--- src/rtl/i2c_slave_fsm.sv ---
// I2C target (slave) with 7-bit addressing, oversampled on the system clock.
// Ports:
//   clk, reset_n         system clock (>= 8x SCL), async active-low reset
//   scl_in, sda_in       raw I2C bus lines (sda_in is the resolved bus value)
//   sda_oe               1 = pull SDA low, 0 = release (open drain)
//   rx_data, rx_valid    last received write byte and its one-clk strobe
//   tx_data, tx_req      read byte from the host, requested by a one-clk pulse
//   busy, rw_dir         addressed-transfer flag and its R/W bit (1 = read)
module i2c_slave_fsm #(
    parameter logic [6:0]  SLAVE_ADDR  = 7'h55,
    parameter int unsigned SYNC_STAGES = 2
) (
    input  logic       clk,
    input  logic       reset_n,
    input  logic       scl_in,
    input  logic       sda_in,
    output logic       sda_oe,
    output logic [7:0] rx_data,
    output logic       rx_valid,
    input  logic [7:0] tx_data,
    output logic       tx_req,
    output logic       busy,
    output logic       rw_dir
);

    localparam int unsigned SYNC_W = (SYNC_STAGES < 2) ? 2 : SYNC_STAGES;
    localparam int unsigned CNT_W  = 4;

    typedef enum logic [2:0] {
        ST_IDLE,
        ST_ADDR,
        ST_ADDR_ACK,
        ST_RX,
        ST_RX_ACK,
        ST_TX,
        ST_TX_ACK,
        ST_IGNORE
    } state_e;

    logic [SYNC_W-1:0] scl_sync_q, scl_sync_d;
    logic [SYNC_W-1:0] sda_sync_q, sda_sync_d;
    logic              scl_prev_q, scl_prev_d;
    logic              sda_prev_q, sda_prev_d;

    state_e            state_q, state_d;
    logic [CNT_W-1:0]  cnt_q, cnt_d;
    logic [7:0]        shift_q, shift_d;
    logic              sda_oe_q, sda_oe_d;
    logic [7:0]        rx_data_q, rx_data_d;
    logic              rx_valid_q, rx_valid_d;
    logic              tx_req_q, tx_req_d;
    logic              busy_q, busy_d;
    logic              rw_dir_q, rw_dir_d;

    logic scl_s, sda_s;
    logic scl_rise, scl_fall, start_det, stop_det;

    // Synchroniser chains and previous-sample registers for edge detection.
    always_comb begin
        scl_sync_d = {scl_sync_q[SYNC_W-2:0], scl_in};
        sda_sync_d = {sda_sync_q[SYNC_W-2:0], sda_in};
        scl_s      = scl_sync_q[SYNC_W-1];
        sda_s      = sda_sync_q[SYNC_W-1];
        scl_prev_d = scl_s;
        sda_prev_d = sda_s;
    end

    // Bus events; START/STOP require SCL high on both samples.
    always_comb begin
        scl_rise  = scl_s & ~scl_prev_q;
        scl_fall  = ~scl_s & scl_prev_q;
        start_det = scl_s & scl_prev_q & sda_prev_q & ~sda_s;
        stop_det  = scl_s & scl_prev_q & ~sda_prev_q & sda_s;
    end

    // Next-state and output logic.
    always_comb begin
        state_d    = state_q;
        cnt_d      = cnt_q;
        shift_d    = shift_q;
        sda_oe_d   = sda_oe_q;
        rx_data_d  = rx_data_q;
        rx_valid_d = 1'b0;
        tx_req_d   = 1'b0;
        busy_d     = busy_q;
        rw_dir_d   = rw_dir_q;

        if (start_det) begin
            state_d  = ST_ADDR;
            cnt_d    = '0;
            sda_oe_d = 1'b0;
        end else if (stop_det) begin
            state_d  = ST_IDLE;
            cnt_d    = '0;
            sda_oe_d = 1'b0;
            busy_d   = 1'b0;
        end else begin
            case (state_q)
                ST_IDLE, ST_IGNORE: begin
                    sda_oe_d = 1'b0;
                end
                // The SCL fall right after START arrives with cnt 0 and is ignored.
                ST_ADDR: begin
                    if (scl_rise) begin
                        shift_d = {shift_q[6:0], sda_s};
                        cnt_d   = cnt_q + CNT_W'(1);
                    end else if (scl_fall && cnt_q == CNT_W'(8)) begin
                        cnt_d = '0;
                        if (shift_q[7:1] == SLAVE_ADDR) begin
                            state_d  = ST_ADDR_ACK;
                            busy_d   = 1'b1;
                            rw_dir_d = shift_q[0];
                            sda_oe_d = 1'b1;
                        end else begin
                            state_d = ST_IGNORE;
                            busy_d  = 1'b0;
                        end
                    end
                end
                ST_ADDR_ACK: begin
                    if (scl_rise) begin
                        tx_req_d = rw_dir_q;
                    end else if (scl_fall) begin
                        cnt_d = '0;
                        if (rw_dir_q) begin
                            shift_d  = tx_data;
                            sda_oe_d = ~tx_data[7];
                            state_d  = ST_TX;
                        end else begin
                            sda_oe_d = 1'b0;
                            state_d  = ST_RX;
                        end
                    end
                end
                ST_RX: begin
                    if (scl_rise) begin
                        shift_d = {shift_q[6:0], sda_s};
                        cnt_d   = cnt_q + CNT_W'(1);
                        if (cnt_q == CNT_W'(7)) begin
                            rx_data_d  = {shift_q[6:0], sda_s};
                            rx_valid_d = 1'b1;
                        end
                    end else if (scl_fall && cnt_q == CNT_W'(8)) begin
                        cnt_d    = '0;
                        sda_oe_d = 1'b1;
                        state_d  = ST_RX_ACK;
                    end
                end
                ST_RX_ACK: begin
                    if (scl_fall) begin
                        sda_oe_d = 1'b0;
                        state_d  = ST_RX;
                    end
                end
                // Bit7 was placed at entry; each fall presents the next bit.
                ST_TX: begin
                    if (scl_fall) begin
                        if (cnt_q == CNT_W'(7)) begin
                            cnt_d    = '0;
                            sda_oe_d = 1'b0;
                            state_d  = ST_TX_ACK;
                        end else begin
                            shift_d  = {shift_q[6:0], 1'b0};
                            sda_oe_d = ~shift_q[6];
                            cnt_d    = cnt_q + CNT_W'(1);
                        end
                    end
                end
                // A fall here can only follow an ACK; NACK leaves at the rise.
                ST_TX_ACK: begin
                    if (scl_rise) begin
                        if (sda_s) begin
                            state_d = ST_IGNORE;
                        end else begin
                            tx_req_d = 1'b1;
                        end
                    end else if (scl_fall) begin
                        cnt_d    = '0;
                        shift_d  = tx_data;
                        sda_oe_d = ~tx_data[7];
                        state_d  = ST_TX;
                    end
                end
                default: begin
                    state_d  = ST_IDLE;
                    sda_oe_d = 1'b0;
                end
            endcase
        end
    end

    // State and output registers; sync flops reset to the idle-bus level.
    always_ff @(posedge clk or negedge reset_n) begin
        if (!reset_n) begin
            scl_sync_q <= '1;
            sda_sync_q <= '1;
            scl_prev_q <= 1'b1;
            sda_prev_q <= 1'b1;
            state_q    <= ST_IDLE;
            cnt_q      <= '0;
            shift_q    <= '0;
            sda_oe_q   <= 1'b0;
            rx_data_q  <= '0;
            rx_valid_q <= 1'b0;
            tx_req_q   <= 1'b0;
            busy_q     <= 1'b0;
            rw_dir_q   <= 1'b0;
        end else begin
            scl_sync_q <= scl_sync_d;
            sda_sync_q <= sda_sync_d;
            scl_prev_q <= scl_prev_d;
            sda_prev_q <= sda_prev_d;
            state_q    <= state_d;
            cnt_q      <= cnt_d;
            shift_q    <= shift_d;
            sda_oe_q   <= sda_oe_d;
            rx_data_q  <= rx_data_d;
            rx_valid_q <= rx_valid_d;
            tx_req_q   <= tx_req_d;
            busy_q     <= busy_d;
            rw_dir_q   <= rw_dir_d;
        end
    end

    assign sda_oe   = sda_oe_q;
    assign rx_data  = rx_data_q;
    assign rx_valid = rx_valid_q;
    assign tx_req   = tx_req_q;
    assign busy     = busy_q;
    assign rw_dir   = rw_dir_q;

endmodule

--- config.mk ---
export PLATFORM = sky130hd
export DESIGN_NAME = i2c_slave_fsm
export DESIGN_NICKNAME = d
export VERILOG_FILES = /design/src/rtl/i2c_slave_fsm.sv
export SDC_FILE = /design/constraint.sdc
export NUM_CORES = 1
export LEC_CHECK = 0
export ABC_CLOCK_PERIOD_IN_PS = 5400
export BUFFER_PORTS_ARGS = -buffer_cell sky130_fd_sc_hd__buf_2
export CAP_MARGIN = 25
export CORE_UTILIZATION = 30
export CTS_BUF_LIST = sky130_fd_sc_hd__clkbuf_4
export DETAILED_ROUTE_END_ITERATION = 6
export RECOVER_POWER = 100
export SLEW_MARGIN = 20
export SYNTH_ARGS = -nofsm -noshare
export SYNTH_HDL_FRONTEND = slang
export SYNTH_SLANG_ARGS = --single-unit
--- constraint.sdc ---
create_clock -name clk -period 5.4 [get_ports clk]
set_input_delay 0 -clock clk [delete_from_list [all_inputs] [get_ports clk]]
set_output_delay 0 -clock clk [all_outputs]
set_load 0.02 [all_outputs]
==> metrics.yaml, run 1 <==
floorplan:
  dieHeight_um: 80.8
  io-pin-count: 25
  die_w_um: 80.8
  placeableCoreArea_um2: 5960
  row_count: 28
  fp.dieArea_um2: 6530
  initial_utilization: 0.313
global_route:
  grt.total_usage: 0.133
  global_route.usage.met2: 0.193
  grt.met1_usage: 0.193
  grtUsageMet3: 0.0371
  grt-busiest-layer: "met2"
  initial_antenna_violation_count: 0
  maximum_number_of_pins_on_one_net_before_global_route_repair: 35
  wire_length_of_the_first_global_routing_pass_um: 6600
  first_global_vias: 1366
  grt_remaining_overflow: 0
setup_path:
  critical_path_peak_fanout: 10
  critPathRequiredTime_ps: 5630
  worstSetupStartpointType: "flop"
  worst_ep_arrival_time_ps: 3000
  crit_path_end_kind: "flop"
  path_class: "flop to flop"
clocking:
  clock_sinks: 34
  cts_made_buffers: 5
  cts-htree-levels: 2
  clock_tree.buffer_depth: 2
  clk_root_buffer_cell: "clkbuf_4"
  clock_tree_from_tritoncts: "done"
  clk_pin_slew_worst_paths_ps: 120
  clk_latency_ps: 340
outcome:
  status: "finished, violations left"
  violations: "max-capacitance violations, max-slew violations"
detailed_routing:
  remaining_drc_errors: 0
  drt_pass1_iterations: 4
  totalWireLength_um: 4000
  routed_wire_length_per_instance_um: 14.5
  vias_per_cell: 5.14
  via_count: 1413
  ant_nets: 0
  first_iter_violations: 77
logic_synthesis:
  synth_register_bits: 34
  async_set_or_reset_flop_fraction_in_the_synthesized_netlist: 1.00
  yosys-top-cells-area: "dfrtp_1, mux2_2, dfstp_2"
  synth_top_flop_cell: "dfrtp_1"
  avgSynthCellArea_um2: 11.0
  synth_seq_area_share: 0.461
  netlist.area_leader.share: 0.376
  synthesis.nets: 186
  ys_types: 50
  synthesis.instances: 169
  synthDominantAreaCellType: "dfrtp_1"
  ys.warnings.count: 0
  synth_enable_flop_cells: 0
  syn_area_um2: 1860
power_and_ir_drop:
  power_switching_w: 0.000373
  max-vdd-ir-drop_uv: 224
  switching_share: 0.366
  power.share.sequential: 0.389
  leakagePower_nw: 0.945
  total_power_w: 0.00102
  pwr-share-clk: 0.233
  internal_power_w: 0.000646
  combPwrFrac: 0.378
  power_per_cell_area_nw_per_um2: 472
finish:
  layout_commonest_cell: "dfrtp_1"
  layout-drive-gt1-share: 0.235
  final_cell_mix: "dfrtp_1, mux2_2, clkbuf_1, nand2_1, buf_2"
  syn2layout_area_growth_pct: 15.8
  final_core_utilization: 0.362
  final_design_area_no_fill_um2: 2160
  antenna_cells_inserted: 0
  post_layout_nets: 216
timing:
  fmaxAchievable_mhz: 361
  rsz0062_at_grt: "false"
  final_period_minus_worst_setup_slack_ps: 2770
  count_of_pins_over_their_slew_limit: 35
  worst_slew_margin_rel: -0.206
  hold_viol: 0
  worst-slew-pin-transition_ps: 1810
  setup-tns-final_ps: 0
  fin_skew_ps: 9.50
  period_utilization: 0.513
  report.final.setup_viol: 0
min_path:
  min_path_type: "input pin to flop"
placement:
  gp_congestion: 0.931
  dp_hpwl_um: 2850
  port_buffers: 24
  instance_area_after_placement_um2: 2050
job:
  drv.max_cap_violation_count: 1
[final timing paths]
| kind | startpoint | endpoint | slack (ps) | cells after the start |
|---|---|---|---|---|
| min | tx_data[3] | shift_q[3] | 10 | 3 |
| min in group asynchronous | reset_n | rx_data[2] | 670 | 2 |
| min reg2reg | scl_sync_q[0] | scl_sync_q[1] | 370 | 0 |
| max | scl_sync_q[1] | rx_data[1] | 2630 | 4 |
| max in group asynchronous | reset_n | cnt_q[1] | 3690 | 2 |
| max reg2reg | scl_sync_q[1] | rx_data[1] | 2630 | 4 |
[flip-flops by register name, indices dropped and copies added, names as in the netlist]
register,count
busy,1
cnt_q,4
rw_dir,1
rx_data,8
rx_valid,1
scl_prev_q,1
scl_sync_q,2
sda_oe,1
sda_prev_q,1
sda_sync_q,2
shift_q,8
state_q,3
tx_req,1
[stage by stage]
step / cells / setup WS (ps) / hold slack [ps]
2_1_floorplan: 169 / 3510 / -296
3_3_place_gp: 262 / 3270 / 107
3_5_place_dp: 262 / 3290 / 107
4_1_cts: 275 / 3270 / 1.71
5_1_grt: 275 / 2490 / 0.210
6_report: 275 / 2630 / 10.3
[logic make-up after synthesis]
family,synth area share
AO/OA/AOI/OAI,0.154
flip-flops,0.461
XOR/XNOR,0.00940
multiplexers,0.154
buffers and inverters,0.0356
adder cells (fa/ha/maj),0.0336
AND/OR/NAND/NOR,0.152
[critical path: stages (launching register included)]
cell and delay [ps]:
dfstp_1 590, ha_1 380, nand2_1 130, nor3_1 1140, mux2_2 430
[synth_stat cells, types with 2 or more instances]
cell type  count
dfrtp_1       28
mux2_2        22
nand2_1       10
inv_1          9
o21ai_0        7
dfstp_2        6
nand3_1        6
a21oi_1        5
buf_2          5
ha_1           5
mux2i_1        4
nor2_1         4
nor2b_1        4
and2_1         3
nand2b_1       3
nor3_1         3
o22ai_1        3
a211oi_1       2
a211oi_2       2
a22oi_1        2
a311oi_1       2
and3b_1        2
o211a_1        2
o2bb2ai_1      2
or3_1          2
xor2_1         2
[layout make-up]
class,count,area (um^2)
Tap cell,75,93.8
Timing Repair Buffer,29,153
Sequential cell,34,858
Inverter,10,37.5
Multi-Input combinational cell,119,908
Fill cell,607,3800
Clock buffer,5,37.5
Clock inverter,3,68.8
[power by group through the flow]
| stage | logic, W | clock network [W] | registers [W] |
|---|---|---|---|
| after floorplan | 0.000351 | 0 | 0.000359 |
| after global placement | 0.000391 | 0 | 0.000400 |
| after detailed placement | 0.000396 | 0 | 0.000401 |
| after CTS | 0.000399 | 0.000244 | 0.000396 |
| after global routing | 0.000423 | 0.000255 | 0.000409 |
| final | 0.000385 | 0.000237 | 0.000396 |
[routing by layer]
metal / part of all wire / wire length [um] / up-vias
li1: - / - / 689
met1: 0.51 / 2030 / 681
met2: 0.44 / 1750 / 35
met3: 0.045 / 178 / 8
met4: 0.0095 / 38 / 0
met5: 0 / 0 / -
[repair_timing]
item                       4_1_cts  5_1_grt
setup endpoints to repair        0        0
gates resized for setup          0        0
hold endpoints to repair        32        0
setup buffers                    0        0
hold buffers                     5        0
(Power assumes the default switching activity.)
==> run 2, diff against run 1 <==
--- a/config.mk
+++ b/config.mk
@@ -5,7 +5,8 @@
 export SDC_FILE = /design/constraint.sdc
 export NUM_CORES = 1
 export LEC_CHECK = 0
-export ABC_CLOCK_PERIOD_IN_PS = 5400
+export ABC_AREA = 1
+export ABC_CLOCK_PERIOD_IN_PS = 2370
 export BUFFER_PORTS_ARGS = -buffer_cell sky130_fd_sc_hd__buf_2
 export CAP_MARGIN = 25
 export CORE_UTILIZATION = 30
==> constraint.sdc (replaced) <==
create_clock -name clk -period 2.37 [get_ports clk]
set_input_delay 0 -clock clk [delete_from_list [all_inputs] [get_ports clk]]
set_output_delay 0 -clock clk [all_outputs]
set_load 0.02 [all_outputs]
==> metrics.yaml, run 2 <==
timing:
  rsz0062_at_grt: "false"
  fmaxAchievable_mhz: 477  # +32%
  report.final.setup_viol: 0  # unchanged
  hold_viol: 0  # unchanged
  count_of_pins_over_their_slew_limit: 35  # unchanged
  setup-tns-final_ps: 0  # unchanged
  period_utilization: 0.885  # +0.373
  fin_skew_ps: 5.92  # -3.58 ps
  final_period_minus_worst_setup_slack_ps: 2100  # -671 ps
  worst-slew-pin-transition_ps: 1840  # +28.2 ps
  worst_slew_margin_rel: -0.225  # -0.0188
clocking:
  cts_made_buffers: 5  # unchanged
  clock_sinks: 34  # unchanged
  clock_tree_from_tritoncts: "done"
  postCtsHoldBufs: 3  # -2
  clk_pin_slew_worst_paths_ps: 120  # about the same
  buffers_inserted_during_post_cts_setup_optimization: 0  # unchanged
  clk_root_buffer_cell: "clkbuf_4"
  cts_resized: 0  # unchanged
  clk_latency_ps: 330  # about the same
  clock_tree.buffer_depth: 2  # unchanged
  cts-htree-levels: 2  # unchanged
power_and_ir_drop:
  switching_share: 0.463  # +0.0969
  total_power_w: 0.00273  # +170%
  power_per_cell_area_nw_per_um2: 1190  # +150%
  combPwrFrac: 0.486  # +0.108
  power.share.sequential: 0.312  # -0.077
  pwr-share-clk: 0.202  # -0.031
  internal_power_w: 0.00147  # +130%
  power_switching_w: 0.00127  # +240%
  max-vdd-ir-drop_uv: 373  # +67%
  leakagePower_nw: 1.21  # +28%
floorplan:
  dieHeight_um: 83.5  # +3.3%
  die_w_um: 83.5  # +3.3%
  initial_utilization: 0.312  # -0.000707
  io-pin-count: 25  # unchanged
  fp.dieArea_um2: 6970  # +6.8%
  row_count: 29  # +3.6%
  placeableCoreArea_um2: 6390  # +7.2%
setup_path:
  reg2reg_to: "shift_q[3]"
  slowest_stage: "dfstp_1"
  worstSetupStartpointType: "flop"
  worst_ep_arrival_time_ps: 2330  # -670 ps
  path_cells: "inv_1 > ha_1 > nand3_1 > nand3_2 > nor3_2 > nand2_4 > nand2_1 > nand2_1"
  critPathRequiredTime_ps: 2600  # -3030 ps
  crit-reg2reg-launch: "scl_prev_q"
  timing.reg2reg.setup_slack_ps: 270  # -2360 ps
  path_common_cell: "nand2_1"
  critical-path-max-stage-delay_ps: 560  # -580 ps
  crit_path_end_kind: "flop"
  reg2reg_depth: 8  # +4
  critical_path_peak_fanout: 9  # -1
  path_class: "flop to flop"
logic_synthesis:
  synthesis.instances: 273  # +62%
  synthMostInstantiatedCell: "nand2_1"
  netlist.area_leader.share: 0.352  # -0.0246
  syn_area_um2: 1990  # +7.0%
  synth_top_flop_cell: "dfrtp_1"
  synthDominantAreaCellType: "dfrtp_1"
  synth_register_bits: 34  # unchanged
  ys_top_cells_by_count: "nand2_1, nand3_1, nor2_1, dfrtp_1, inv_1"
  avgSynthCellArea_um2: 7.30  # -34%
  yosys-top-cells-area: "dfrtp_1, nand2_1, nand3_1"
  synth_seq_area_share: 0.431  # -0.0301
  ys_types: 31  # -38%
  synthesis.nets: 290  # +56%
  async_set_or_reset_flop_fraction_in_the_synthesized_netlist: 1.00  # unchanged
  synth_enable_flop_cells: 0  # unchanged
  ys.warnings.count: 0  # unchanged
outcome:
  violations: "max-capacitance violations, max-slew violations"
  status: "finished, violations left"
placement:
  dp_hpwl_um: 3580  # +26%
  port_buffers: 24  # unchanged
  gp_congestion: 0.877  # -5.7%
global_route:
  grt_remaining_overflow: 0  # unchanged
  initial_antenna_violation_count: 0  # unchanged
  maximum_number_of_pins_on_one_net_before_global_route_repair: 35  # unchanged
  grt.total_usage: 0.150  # +0.0167
  first_global_vias: 1782  # +30%
  wire_length_of_the_first_global_routing_pass_um: 8370  # +27%
detailed_routing:
  remaining_drc_errors: 0  # unchanged
  vias_per_cell: 4.73  # -7.9%
  routed_wire_length_per_instance_um: 12.4  # -14%
  first_iter_violations: 92  # +19%
  drt_pass1_iterations: 4  # unchanged
  via_count: 1803  # +28%
  totalWireLength_um: 4740  # +19%
  ant_nets: 0  # unchanged
finish:
  final_cell_mix: "nand2_1, nand3_1, nor2_1, dfrtp_1, inv_1"
  syn2layout_area_growth_pct: 15.0
  layout-drive-gt1-share: 0.112  # -0.123
  layout_commonest_cell: "nand2_1"
  antenna_cells_inserted: 0  # unchanged
  fill_cells: 675  # +11%
  post_layout_nets: 320  # +48%
min_path:
  min_path_type: "input pin to flop"
  timing.hold.worst_endpoint: "shift_q[0]"
  hold_path.startpoint: "tx_data[0]"
  worst_hold_path.num_cells: 5  # +2
job:
  drv.max_cap_violation_count: 1  # unchanged
run 2: how the worst max path moves through the flow:
stage | startpoint | end | slack (ps) | depth (start not counted)
floorplan | scl_prev_q | shift_q[0] | 700 | 8
global placement | scl_sync_q[1] | state_q[1] | 420 | 11
detailed placement | scl_sync_q[1] | state_q[1] | 410 | 11
CTS | scl_sync_q[1] | state_q[1] | 380 | 11
global route | reset_n | state_q[2] | 110 | 2
finish | scl_prev_q | shift_q[3] | 270 | 8
run 2: routing by layer:
layer  vias up  share of wire  GRT usage
met5         -              0          0
met2        40           0.45      0.239
met1       819           0.49      0.203
met3         6          0.042     0.0307
met4         0          0.017     0.0493
li1        938              -          -
run 2: cells by family (layout without fill, tap and decap cells):
| family | Yosys count | in the layout | share of synthesized area |
|---|---|---|---|
| buffers and inverters | 35 | 66 | 0.0734 |
| adder cells (fa/ha/maj) | 5 | 5 | 0.0314 |
| AND/OR/NAND/NOR | 170 | 170 | 0.384 |
| XOR/XNOR | 2 | 2 | 0.00879 |
| flip-flops | 34 | 34 | 0.431 |
| AO/OA/AOI/OAI | 27 | 27 | 0.0716 |
run 2: layout make-up:
| type | instances | area (um^2) | area share |
|---|---|---|---|
| multi-input cells | 204 | 977 | 0.426 |
| flip-flops and latches | 34 | 858 | 0.374 |
| repair buffers | 28 | 140 | 0.0611 |
| inverters | 30 | 114 | 0.0497 |
| well taps | 77 | 96.3 | 0.0420 |
| clock inverters | 3 | 68.8 | 0.0300 |
| clock buffers | 5 | 37.5 | 0.0164 |
run 2: power groups by stage:
stage	combinational (W)	sequential [W]	clock, W
after floorplan	0.00111	0.000804	0
after global placement	0.00134	0.000864	0
after detailed placement	0.00135	0.000860	0
after CTS	0.00135	0.000849	0.000568
after global routing	0.00155	0.000873	0.000598
final	0.00133	0.000852	0.000552
run 2: per-stage QoR:
stage	utilization	instances	hold slack (ps)	cell area [um^2]	setup WS, ps
floorplan	-	273	-296	1990	695
global placement	0.342	370	105	2180	417
detailed placement	0.342	370	107	2180	409
CTS	0.363	381	34.3	2320	378
global route	0.359	381	78.1	2290	112
finish	0.359	381	57.5	2290	272
run 2: critical path, delay by kind of cell, from the launching register on:
kind	cells	cell delay [ps]
adder cells (fa/ha/maj)	1	270
flip-flops	1	560
AND/OR/NAND/NOR	6	1100
buffers and inverters	1	50
==> run 3, diff against run 2 <==
--- a/config.mk
+++ b/config.mk
@@ -12,7 +12,7 @@
 export CORE_UTILIZATION = 30
 export CTS_BUF_LIST = sky130_fd_sc_hd__clkbuf_4
 export DETAILED_ROUTE_END_ITERATION = 6
-export RECOVER_POWER = 100
+export SETUP_SLACK_MARGIN = 0.02
 export SLEW_MARGIN = 20
 export SYNTH_ARGS = -nofsm -noshare
 export SYNTH_HDL_FRONTEND = slang
==> metrics.yaml, run 3 (synthesized netlist as in run 2, its figures left out) <==
finish:
  final_cell_mix: "nand2_1, nand3_1, nor2_1, dfrtp_1, inv_1"
  layout_commonest_cell: "nand2_1"
  post_layout_nets: 320  # unchanged
  layout-drive-gt1-share: 0.178  # +0.0658
  antenna_cells_inserted: 0  # unchanged
  fill_cells: 666  # -1.3%
  syn2layout_area_growth_pct: 16.4
setup_path:
  critical-path-top-delay-family: "simple AND/OR/NAND/NOR gates"
  worst_ep_arrival_time_ps: 2210  # -120 ps
  critical-path-max-stage-delay_ps: 580  # +20 ps
  path_cells: "ha_1 > nand2_1 > nor2_1 > nor2_1 > buf_4 > nand3_1 > nand2_1 > nor2_1 > nand3_1 > nand2_1 > nand2_1"
  slowest_stage: "dfstp_2"
  worst-path-stages: 11  # +3
  path_class: "flop to flop"
  crit-reg2reg-launch: "scl_sync_q[1]"
  crit_path_end_kind: "flop"
  worstSetupStartpointType: "flop"
  path_common_cell: "nand2_1"
  critPathRequiredTime_ps: 2610  # about the same
  reg2reg_depth: 11  # +3
  timing.reg2reg.setup_slack_ps: 400  # +130 ps
  reg2reg_to: "state_q[1]"
  critical_path_peak_fanout: 11  # +2
  worstPathBufferInverterCount: 1  # unchanged
clocking:
  clk_latency_ps: 340  # about the same
  buffers_inserted_during_post_cts_setup_optimization: 0  # unchanged
  clock_sinks: 34  # unchanged
  cts_made_buffers: 5  # unchanged
  clk_pin_slew_worst_paths_ps: 120  # about the same
  clock_tree.buffer_depth: 2  # unchanged
  cts-htree-levels: 2  # unchanged
  clock_tree_from_tritoncts: "done"
  clk_root_buffer_cell: "clkbuf_4"
detailed_routing:
  first_iter_violations: 101  # +9.8%
  routed_wire_length_per_instance_um: 12.4  # -0.38%
  totalWireLength_um: 4720  # -0.38%
  ant_nets: 0  # unchanged
  remaining_drc_errors: 0  # unchanged
  via_count: 1815  # +0.67%
  vias_per_cell: 4.76  # +0.67%
  drt_pass1_iterations: 4  # unchanged
power_and_ir_drop:
  max-vdd-ir-drop_uv: 374  # about the same
  total_power_w: 0.00276  # +0.99%
  leakagePower_nw: 1.27  # +4.9%
  power_per_cell_area_nw_per_um2: 1190  # -0.26%
placement:
  dp_hpwl_um: 3580  # unchanged
  gp_congestion: 0.877  # unchanged
  port_buffers: 24  # unchanged
timing:
  final_period_minus_worst_setup_slack_ps: 1970  # -129 ps
  fin_skew_ps: 5.73  # -0.190 ps
  setup-tns-final_ps: 0  # unchanged
  period_utilization: 0.831  # -0.0543
  fmaxAchievable_mhz: 508  # +6.5%
  count_of_pins_over_their_slew_limit: 0  # -100%
  worst-slew-pin-transition_ps: 760  # -1080 ps
  worst_slew_margin_rel: 0.493  # +0.718
  report.final.setup_viol: 0  # unchanged
  hold_viol: 0  # unchanged
  rsz0062_at_grt: "false"
min_path:
  hold_path.startpoint: "tx_data[4]"
  timing.hold.worst_endpoint: "shift_q[4]"
  min_path_type: "input pin to flop"
  worst_hold_path.num_cells: 5  # unchanged
floorplan:
  initial_utilization: 0.312  # unchanged
  fp.dieArea_um2: 6970  # unchanged
  dieHeight_um: 83.5  # unchanged
  die_w_um: 83.5  # unchanged
  row_count: 29  # unchanged
  placeableCoreArea_um2: 6390  # unchanged
  io-pin-count: 25  # unchanged
global_route:
  grt_remaining_overflow: 0  # unchanged
  first_global_vias: 1782  # unchanged
  grt.total_usage: 0.150  # unchanged
  wire_length_of_the_first_global_routing_pass_um: 8370  # unchanged
  initial_antenna_violation_count: 0  # unchanged
  maximum_number_of_pins_on_one_net_before_global_route_repair: 35  # unchanged
job:
  drv.max_cap_violation_count: 0  # -1
outcome:
  status: "completed"
==> run 3: per-layer routing <==
metal | up-vias | share of wire | wire [um] | GRT usage
li1 | 935 | - | - | -
met1 | 834 | 0.49 | 2330 | 0.203
met2 | 40 | 0.45 | 2110 | 0.239
met3 | 6 | 0.041 | 194 | 0.0307
met4 | 0 | 0.017 | 82 | 0.0493
met5 | - | 0 | 0 | 0
==> run 3: layout make-up <==
type,instances,area (um^2),area share
multi-input combinational,204,988,0.426
sequential,34,858,0.370
timing repair buffer,28,158,0.0679
inverter,30,114,0.0491
tap,77,96.3,0.0415
clock inverter,3,68.8,0.0296
clock buffer,5,37.5,0.0162
==> run 3: tightest hold or removal path: stages <==
cell and delay (ps):
buf_2 100, nor2_1 100, a21oi_1 50, nand3_1 80, nand2_1 50
==> run 3: timing repair <==
item / 4_1_cts / 5_1_grt
hold endpoints to repair: 30 / 0
gates resized for setup: 0 / 0
hold buffers: 3 / 0
==> run 3: report_power, final <==
| group | switching, W | internal, W | total (W) |
|---|---|---|---|
| registers | 0.000140 | 0.000713 | 0.000853 |
| clock network | 0.000225 | 0.000330 | 0.000555 |
| logic | 0.000916 | 0.000437 | 0.00135 |
| total | 0.00128 | 0.00148 | 0.00276 |
==> run 3: per-stage QoR <==
stage          utilization  instances  instance area [um^2]  hold slack (ps)  worst slack (ps)
2_1_floorplan            -        273                  1990             -296               695
3_3_place_gp         0.342        370                  2180              105               417
3_5_place_dp         0.342        370                  2180              107               409
4_1_cts              0.363        381                  2320             34.3               378
5_1_grt              0.363        381                  2320             78.1               220
6_report             0.363        381                  2320             53.8               400
==> run 3: worst max-delay path by stage <==
stage	start	endpoint	slack [ps]
after floorplan	scl_prev_q	shift_q[0]	700
after global placement	scl_sync_q[1]	state_q[1]	420
after detailed placement	scl_sync_q[1]	state_q[1]	410
after CTS	scl_sync_q[1]	state_q[1]	380
after global routing	scl_sync_q[1]	state_q[0]	220
final	scl_sync_q[1]	state_q[1]	400
